==> config.mk <==
export PLATFORM = sky130hd
export DESIGN_NAME = truth_table_sequencer
export DESIGN_NICKNAME = d
export VERILOG_FILES = /design/src/rtl/truth_table_sequencer_pkg.sv /design/src/rtl/truth_table_sequencer_timer.sv /design/src/rtl/truth_table_sequencer.sv
export SDC_FILE = /design/constraint.sdc
export NUM_CORES = 1
export LEC_CHECK = 0
export ABC_AREA = 1
export BUFFER_PORTS_ARGS = -buffer_cell sky130_fd_sc_hd__buf_2
export CAP_MARGIN = 15
export CORE_ASPECT_RATIO = 0.8
export CORE_UTILIZATION = 26
export DETAILED_ROUTE_END_ITERATION = 12
export GPL_TIMING_DRIVEN = 0
export SLEW_MARGIN = 5
export SYNTH_ARGS = -nofsm -noshare
export SYNTH_HDL_FRONTEND = slang
export SYNTH_SLANG_ARGS = --single-unit
==> constraint.sdc <==
create_clock -name clk -period 2 [get_ports clk]
set_clock_uncertainty 0.2 [all_clocks]
set_input_delay 0.4 -clock clk [delete_from_list [all_inputs] [get_ports clk]]
set_output_delay 0.4 -clock clk [all_outputs]
set_load 0.02 [all_outputs]
==> src/rtl/truth_table_sequencer_pkg.sv <==
// Shared types for the truth-table sequencer: FSM state encoding and timer sizing.
package truth_table_sequencer_pkg;

    typedef enum logic [2:0] {
        ST_IDLE   = 3'd0,
        ST_APPLY  = 3'd1,
        ST_SETTLE = 3'd2,
        ST_SAMPLE = 3'd3,
        ST_DONE   = 3'd4
    } state_t;

    // Settle counter width; a zero-cycle settle still needs a 1-bit counter.
    function automatic int tmr_width(input int settle);
        return (settle < 1) ? 1 : $clog2(settle + 1);
    endfunction

endpackage

==> src/rtl/truth_table_sequencer_timer.sv <==
// Loadable down-counter used to hold each vector stable before the output is sampled.
module settle_timer #(
    parameter int W = 1
) (
    input  logic         clk,
    input  logic         rst,
    input  logic         load,
    input  logic [W-1:0] load_val,
    input  logic         dec,
    output logic         zero
);

    logic [W-1:0] cnt;

    always_ff @(posedge clk or posedge rst) begin
        if (rst)
            cnt <= '0;
        else if (load)
            cnt <= load_val;
        else if (dec && cnt != '0)
            cnt <= cnt - 1'b1;
    end

    assign zero = (cnt == '0);

endmodule

==> src/rtl/truth_table_sequencer.sv <==
// Sweeps every input combination through a combinational circuit, records its
// truth table and compares it against an expected table.
module truth_table_sequencer
    import truth_table_sequencer_pkg::*;
#(
    parameter int N_IN          = 3,
    parameter int SETTLE_CYCLES = 2
) (
    input  logic                 clk,
    input  logic                 rst,
    input  logic                 start,
    input  logic                 abort,
    input  logic [2**N_IN-1:0]   exp_tt,
    input  logic                 y_in,
    output logic [N_IN-1:0]      vec_out,
    output logic [2**N_IN-1:0]   tt_out,
    output logic                 busy,
    output logic                 done,
    output logic                 pass,
    output logic                 mismatch,
    output logic [N_IN-1:0]      fail_idx
);

    localparam int N_VEC = 2**N_IN;
    localparam int TW    = tmr_width(SETTLE_CYCLES);
    // The timer reads zero on the last settle cycle, hence the load of N-1.
    localparam logic [TW-1:0]   SETTLE_LOAD = (SETTLE_CYCLES > 0) ? TW'(SETTLE_CYCLES - 1) : '0;
    localparam logic [N_IN-1:0] LAST_IDX    = N_IN'(N_VEC - 1);

    state_t            state, state_nx;
    logic [N_IN-1:0]   idx;
    logic [N_VEC-1:0]  exp_q;
    logic              tmr_load, tmr_dec, tmr_zero;
    logic              sample_miss;

    settle_timer #(.W(TW)) u_timer (
        .clk      (clk),
        .rst      (rst),
        .load     (tmr_load),
        .load_val (SETTLE_LOAD),
        .dec      (tmr_dec),
        .zero     (tmr_zero)
    );

    assign sample_miss = (y_in != exp_q[idx]);

    always_ff @(posedge clk or posedge rst) begin
        if (rst)
            state <= ST_IDLE;
        else
            state <= state_nx;
    end

    always_comb begin
        state_nx = state;
        tmr_load = 1'b0;
        tmr_dec  = 1'b0;
        case (state)
            ST_IDLE: begin
                if (start)
                    state_nx = ST_APPLY;
            end
            ST_APPLY: begin
                tmr_load = 1'b1;
                if (abort)
                    state_nx = ST_IDLE;
                else if (SETTLE_CYCLES > 0)
                    state_nx = ST_SETTLE;
                else
                    state_nx = ST_SAMPLE;
            end
            ST_SETTLE: begin
                tmr_dec = 1'b1;
                if (abort)
                    state_nx = ST_IDLE;
                else if (tmr_zero)
                    state_nx = ST_SAMPLE;
            end
            ST_SAMPLE: begin
                if (abort)
                    state_nx = ST_IDLE;
                else if (idx == LAST_IDX)
                    state_nx = ST_DONE;
                else
                    state_nx = ST_APPLY;
            end
            ST_DONE: state_nx = ST_IDLE;
            default: state_nx = ST_IDLE;
        endcase
    end

    always_ff @(posedge clk or posedge rst) begin
        if (rst) begin
            idx      <= '0;
            exp_q    <= '0;
            vec_out  <= '0;
            tt_out   <= '0;
            busy     <= 1'b0;
            done     <= 1'b0;
            pass     <= 1'b0;
            mismatch <= 1'b0;
            fail_idx <= '0;
        end else begin
            done <= 1'b0;
            case (state)
                ST_IDLE: begin
                    if (start) begin
                        exp_q    <= exp_tt;
                        idx      <= '0;
                        vec_out  <= '0;
                        tt_out   <= '0;
                        mismatch <= 1'b0;
                        fail_idx <= '0;
                        pass     <= 1'b0;
                        busy     <= 1'b1;
                    end
                end
                ST_APPLY, ST_SETTLE: begin
                    if (abort) begin
                        busy    <= 1'b0;
                        vec_out <= '0;
                        pass    <= 1'b0;
                    end
                end
                ST_SAMPLE: begin
                    if (abort) begin
                        busy    <= 1'b0;
                        vec_out <= '0;
                        pass    <= 1'b0;
                    end else begin
                        tt_out[idx] <= y_in;
                        // Only the first mismatch of a sweep is reported.
                        if (sample_miss && !mismatch) begin
                            mismatch <= 1'b1;
                            fail_idx <= idx;
                        end
                        if (idx == LAST_IDX) begin
                            done <= 1'b1;
                            pass <= ~(mismatch | sample_miss);
                        end else begin
                            idx     <= idx + 1'b1;
                            vec_out <= idx + 1'b1;
                        end
                    end
                end
                ST_DONE: begin
                    busy    <= 1'b0;
                    vec_out <= '0;
                end
                default: ;
            endcase
        end
    end

endmodule
==> results.txt <==
- The library cells used most frequently in the layout, excluding fill and tap cells, are sky130_fd_sc_hd__nand2_1 (47), sky130_fd_sc_hd__dfrtp_1 (34), sky130_fd_sc_hd__buf_2 (32), sky130_fd_sc_hd__inv_1 (23).
- The routed design has 3880 um of wire.
* Initial Utilization: 27.4%
- During I/O placement, the number of pins put on the boundary was 31.
- Final hold violation count: 0
- The setup path with the least slack is of type reg -> reg.
- Total gr overflow: 0
* Final-layout fill cell count: 730
- Die extent in x: 94.6 um
- Num CTS Buffers: 5
* Clock tree from TritonCTS: yes
- Maximum vdd ir drop: about 0.43 mV
- Clock latency on the worst-skew pair, taken at its later pin, is 0.28 ns.
* Number of global-route vias before repair: 1,450
* Post-CTS Setup Bufs: 0
- Before antenna repair, the detailed router went through 4 iterations.
- Dividing the detail-routed via count by the number of cells gives 4.33.
- Final Cell Area: 0.00212 mm2
- In this run the cell area measured after placement is 0.00204 mm2.
- Largest net degree at the start of global routing: 35
* Data required time at the worst endpoint: a little under 2 ns
- The most critical setup path has its endpoint at fail_idx[2]$_DFFE_PP0P_.
- After synthesis, the netlist uses 30 different library cells.
- The synthesized design contains 34 register bits.
- Number of standard cells after synthesis: about 200
- Total count of max-transition violations in the final report: 0
- For this run, asynchronously set or reset flops after synthesis account for 100%.
- Detailed-route DRC error count: 0
- Setup crit end kind: register
- Number of nets at the end of the flow: approximately 260
* Leading cell type in the layout, fill and taps excluded: sky130_fd_sc_hd__nand2_1
* Root Driver: sky130_fd_sc_hd__clkbuf_8
* Post-synth EDFFs: 0
- Gates resized during post-CTS repair numbered 0.
- Std cell rows: 26
* Number of hold buffers added after cts: 0
* Worst slack at placement: 0.213 ns
* Outcome: finished, final reports clean
- Count of routing violations after the opening detailed-route iteration: 82
- Setup violations, final: 0
* Worst-margin pin slew: 0.735 ns
- Count of input and output buffers: 30
- Upper clock frequency limit: 0.559 GHz
- 0 antenna diodes ended up in the layout.
- PwrDens: 1210 mW/mm2
- Routability-driven placement finished with a final weighted congestion of 0.821.
- Arrival time at the worst endpoint: 1.76 ns
- Number of warnings issued by yosys: 0
- Crit path setup slack, layout: 0.213 ns
- Startpoint of the worst register-to-register path: idx[2]$_DFFE_PP0P_
* Leading register cell type out of synthesis: sky130_fd_sc_hd__dfrtp_1
- Post-synth net total: 221
* RSZ-0062 raised after global routing: no
* Critical path startpoint category: register
- The die covers 0.00720 mm2.
- Across every metal layer, demand over resource in global routing totals between 10% and 20%.
- Once detail routing completed, the nets flagged for antenna violations numbered 0.
* Clock tree buffer depth: 2
* Setup tns final: 0 ns
- For this design the static power due to leakage is 1.11 nW.
- Relative to the synthesized area, the layout overhead comes to 18.9%.
- The worst register-to-register path ends at fail_idx[2]$_DFFE_PP0P_.
* Path class of the lowest-slack min-delay path: in -> async
- Mean Syn Cell Area: 8.70 um2
* Minimum setup slack among reg-to-reg paths: 0.21 ns
* Number of H-tree branching levels: 2
- After layout, the minimum clock period comes to 1.79 ns.
- Number of clock sinks: 34
* Post-DP HPWL: between 2000 and 3000 um
* CTS clock-pin slew for the worst setup and hold paths: about 0.070 ns
- Number of vias in the routed layout: about 1,400
* Initial antenna violation count: 0
- From bottom edge to top edge, the die measures 76.1 um.
* Global-route wire length before repair: about 6900 um
* Core Footprint: 0.00651 mm2
* Post-synth design cell area: 0.00178 mm2
- Final core area utilization: 32.6%
- Routed wire length per instance: 11.9 um
- The worst pin sits at a relative slew slack of 50.9%.
- In this run the worst path has a maximum fanout of 5.
- The critical path starts at idx[2]$_DFFE_PP0P_.
- Number of max-capacitance violations reported: 0
- Sequential cells were found to cover 47.7% of the synthesized design area.
- The worst register-to-register path has a depth of 11.
- Period Utilization, post-route: between 80% and 90%
- In the final layout, the share of cells above drive strength 1 is between 30% and 40%.
[cell type report]
| cell class | count | area, um2 | share of cell area, % |
|---|---|---|---|
| Clock buffer | 6 | 82.6 | 3.89 |
| Tap cell | 84 | 105 | 4.95 |
| Sequential cell | 34 | 851 | 40.1 |
| Timing Repair Buffer | 30 | 150 | 7.08 |
| Multi-Input combinational cell | 138 | 790 | 37.2 |
| Inverter | 29 | 115 | 5.42 |
| Buffer | 4 | 28.8 | 1.36 |
[cell usage after synthesis (3+ instances only)]
cell type	instances	area share, %
sky130_fd_sc_hd__a21oi_1	6	1.7
sky130_fd_sc_hd__dfrtp_1	34	48
sky130_fd_sc_hd__ha_1	3	2.1
sky130_fd_sc_hd__inv_1	24	5.0
sky130_fd_sc_hd__nand2_1	47	9.9
sky130_fd_sc_hd__nand2_2	5	1.8
sky130_fd_sc_hd__nand2_4	6	3.8
sky130_fd_sc_hd__nand3_1	6	1.7
sky130_fd_sc_hd__nand3_2	3	1.7
sky130_fd_sc_hd__nor2_1	18	3.8
sky130_fd_sc_hd__nor2_2	3	1.1
sky130_fd_sc_hd__o21ai_0	18	5.0
sky130_fd_sc_hd__o22ai_1	3	1.1
sky130_fd_sc_hd__o31ai_1	6	2.5
[worst min path at each step]
| stage | from | endpoint | slack, ns | cells after the start |
|---|---|---|---|---|
| 6_report | rst | fail_idx[2]$_DFFE_PP0P_ | 0.04 | 2 |
| 5_1_grt | rst | mismatch$_DFFE_PP0P_ | 0.12 | 2 |
| 4_1_cts | rst | mismatch$_DFFE_PP0P_ | 0.08 | 2 |
| 3_5_place_dp | fail_idx[0]$_DFFE_PP0P_ | fail_idx[0]$_DFFE_PP0P_ | 0.26 | 2 |
| 3_3_place_gp | fail_idx[2]$_DFFE_PP0P_ | fail_idx[2]$_DFFE_PP0P_ | 0.25 | 2 |
| 2_1_floorplan | exp_q[6]$_DFFE_PP0P_ | exp_q[6]$_DFFE_PP0P_ | 0.28 | 1 |
[registers in the layout (all words and copies together), names as in the netlist]
| register | cells |
|---|---|
| fail_idx | 3 |
| busy | 1 |
| u_timer.cnt | 2 |
| mismatch | 1 |
| tt_out | 8 |
| state | 3 |
| pass | 1 |
| done | 1 |
| idx | 3 |
| vec_out | 3 |
| exp_q | 8 |
[through the flow]
| stage | cells | hold WS [ns] | power, mW |
|---|---|---|---|
| after CTS | 325 | 0.0836 | 2.60 |
| after global placement | 319 | 0.254 | 2.05 |
| final | 325 | 0.0442 | 2.56 |
| after detailed placement | 319 | 0.258 | 2.08 |
| after floorplan | 205 | 0.280 | 1.82 |
| after global routing | 325 | 0.121 | 2.79 |
[metal layers]
| metal | wire length (um) | GRT usage [%] | share of wire (%) |
|---|---|---|---|
| met2 | 1650 | 17.7 | 43 |
| met3 | 191 | 3.39 | 4.9 |
| met4 | 27 | 2.73 | 0.70 |
| met5 | 0 | 0 | 0 |
| met1 | 2010 | 17.6 | 52 |
[critical path: stages, from the launching register on]
cell                      delay, ns
sky130_fd_sc_hd__dfrtp_1       0.43
sky130_fd_sc_hd__inv_1         0.11
sky130_fd_sc_hd__nor2_1        0.21
sky130_fd_sc_hd__nand3_1       0.12
sky130_fd_sc_hd__nand2_2       0.10
sky130_fd_sc_hd__o21ai_1       0.07
sky130_fd_sc_hd__nand2_1       0.09
sky130_fd_sc_hd__nand2_1       0.07
sky130_fd_sc_hd__nand2_2       0.11
sky130_fd_sc_hd__nand2_4       0.07
sky130_fd_sc_hd__nand2_1       0.06
sky130_fd_sc_hd__nand2_1       0.05
[logic make-up after synthesis]
group           synth area share [%]
compound gates                  14.5
simple gates                    26.4
buf+inv                         8.06
fa+ha+maj                       2.10
flops                           47.7
mux                             1.26
[power breakdown]
part           internal [mW]  leakage, nW  switching, mW
sequential             0.851        0.444          0.102
clock                  0.265       0.0431          0.235
combinational          0.390        0.619          0.717
total                   1.51         1.11           1.05
Power figures use the tool's default switching activity.
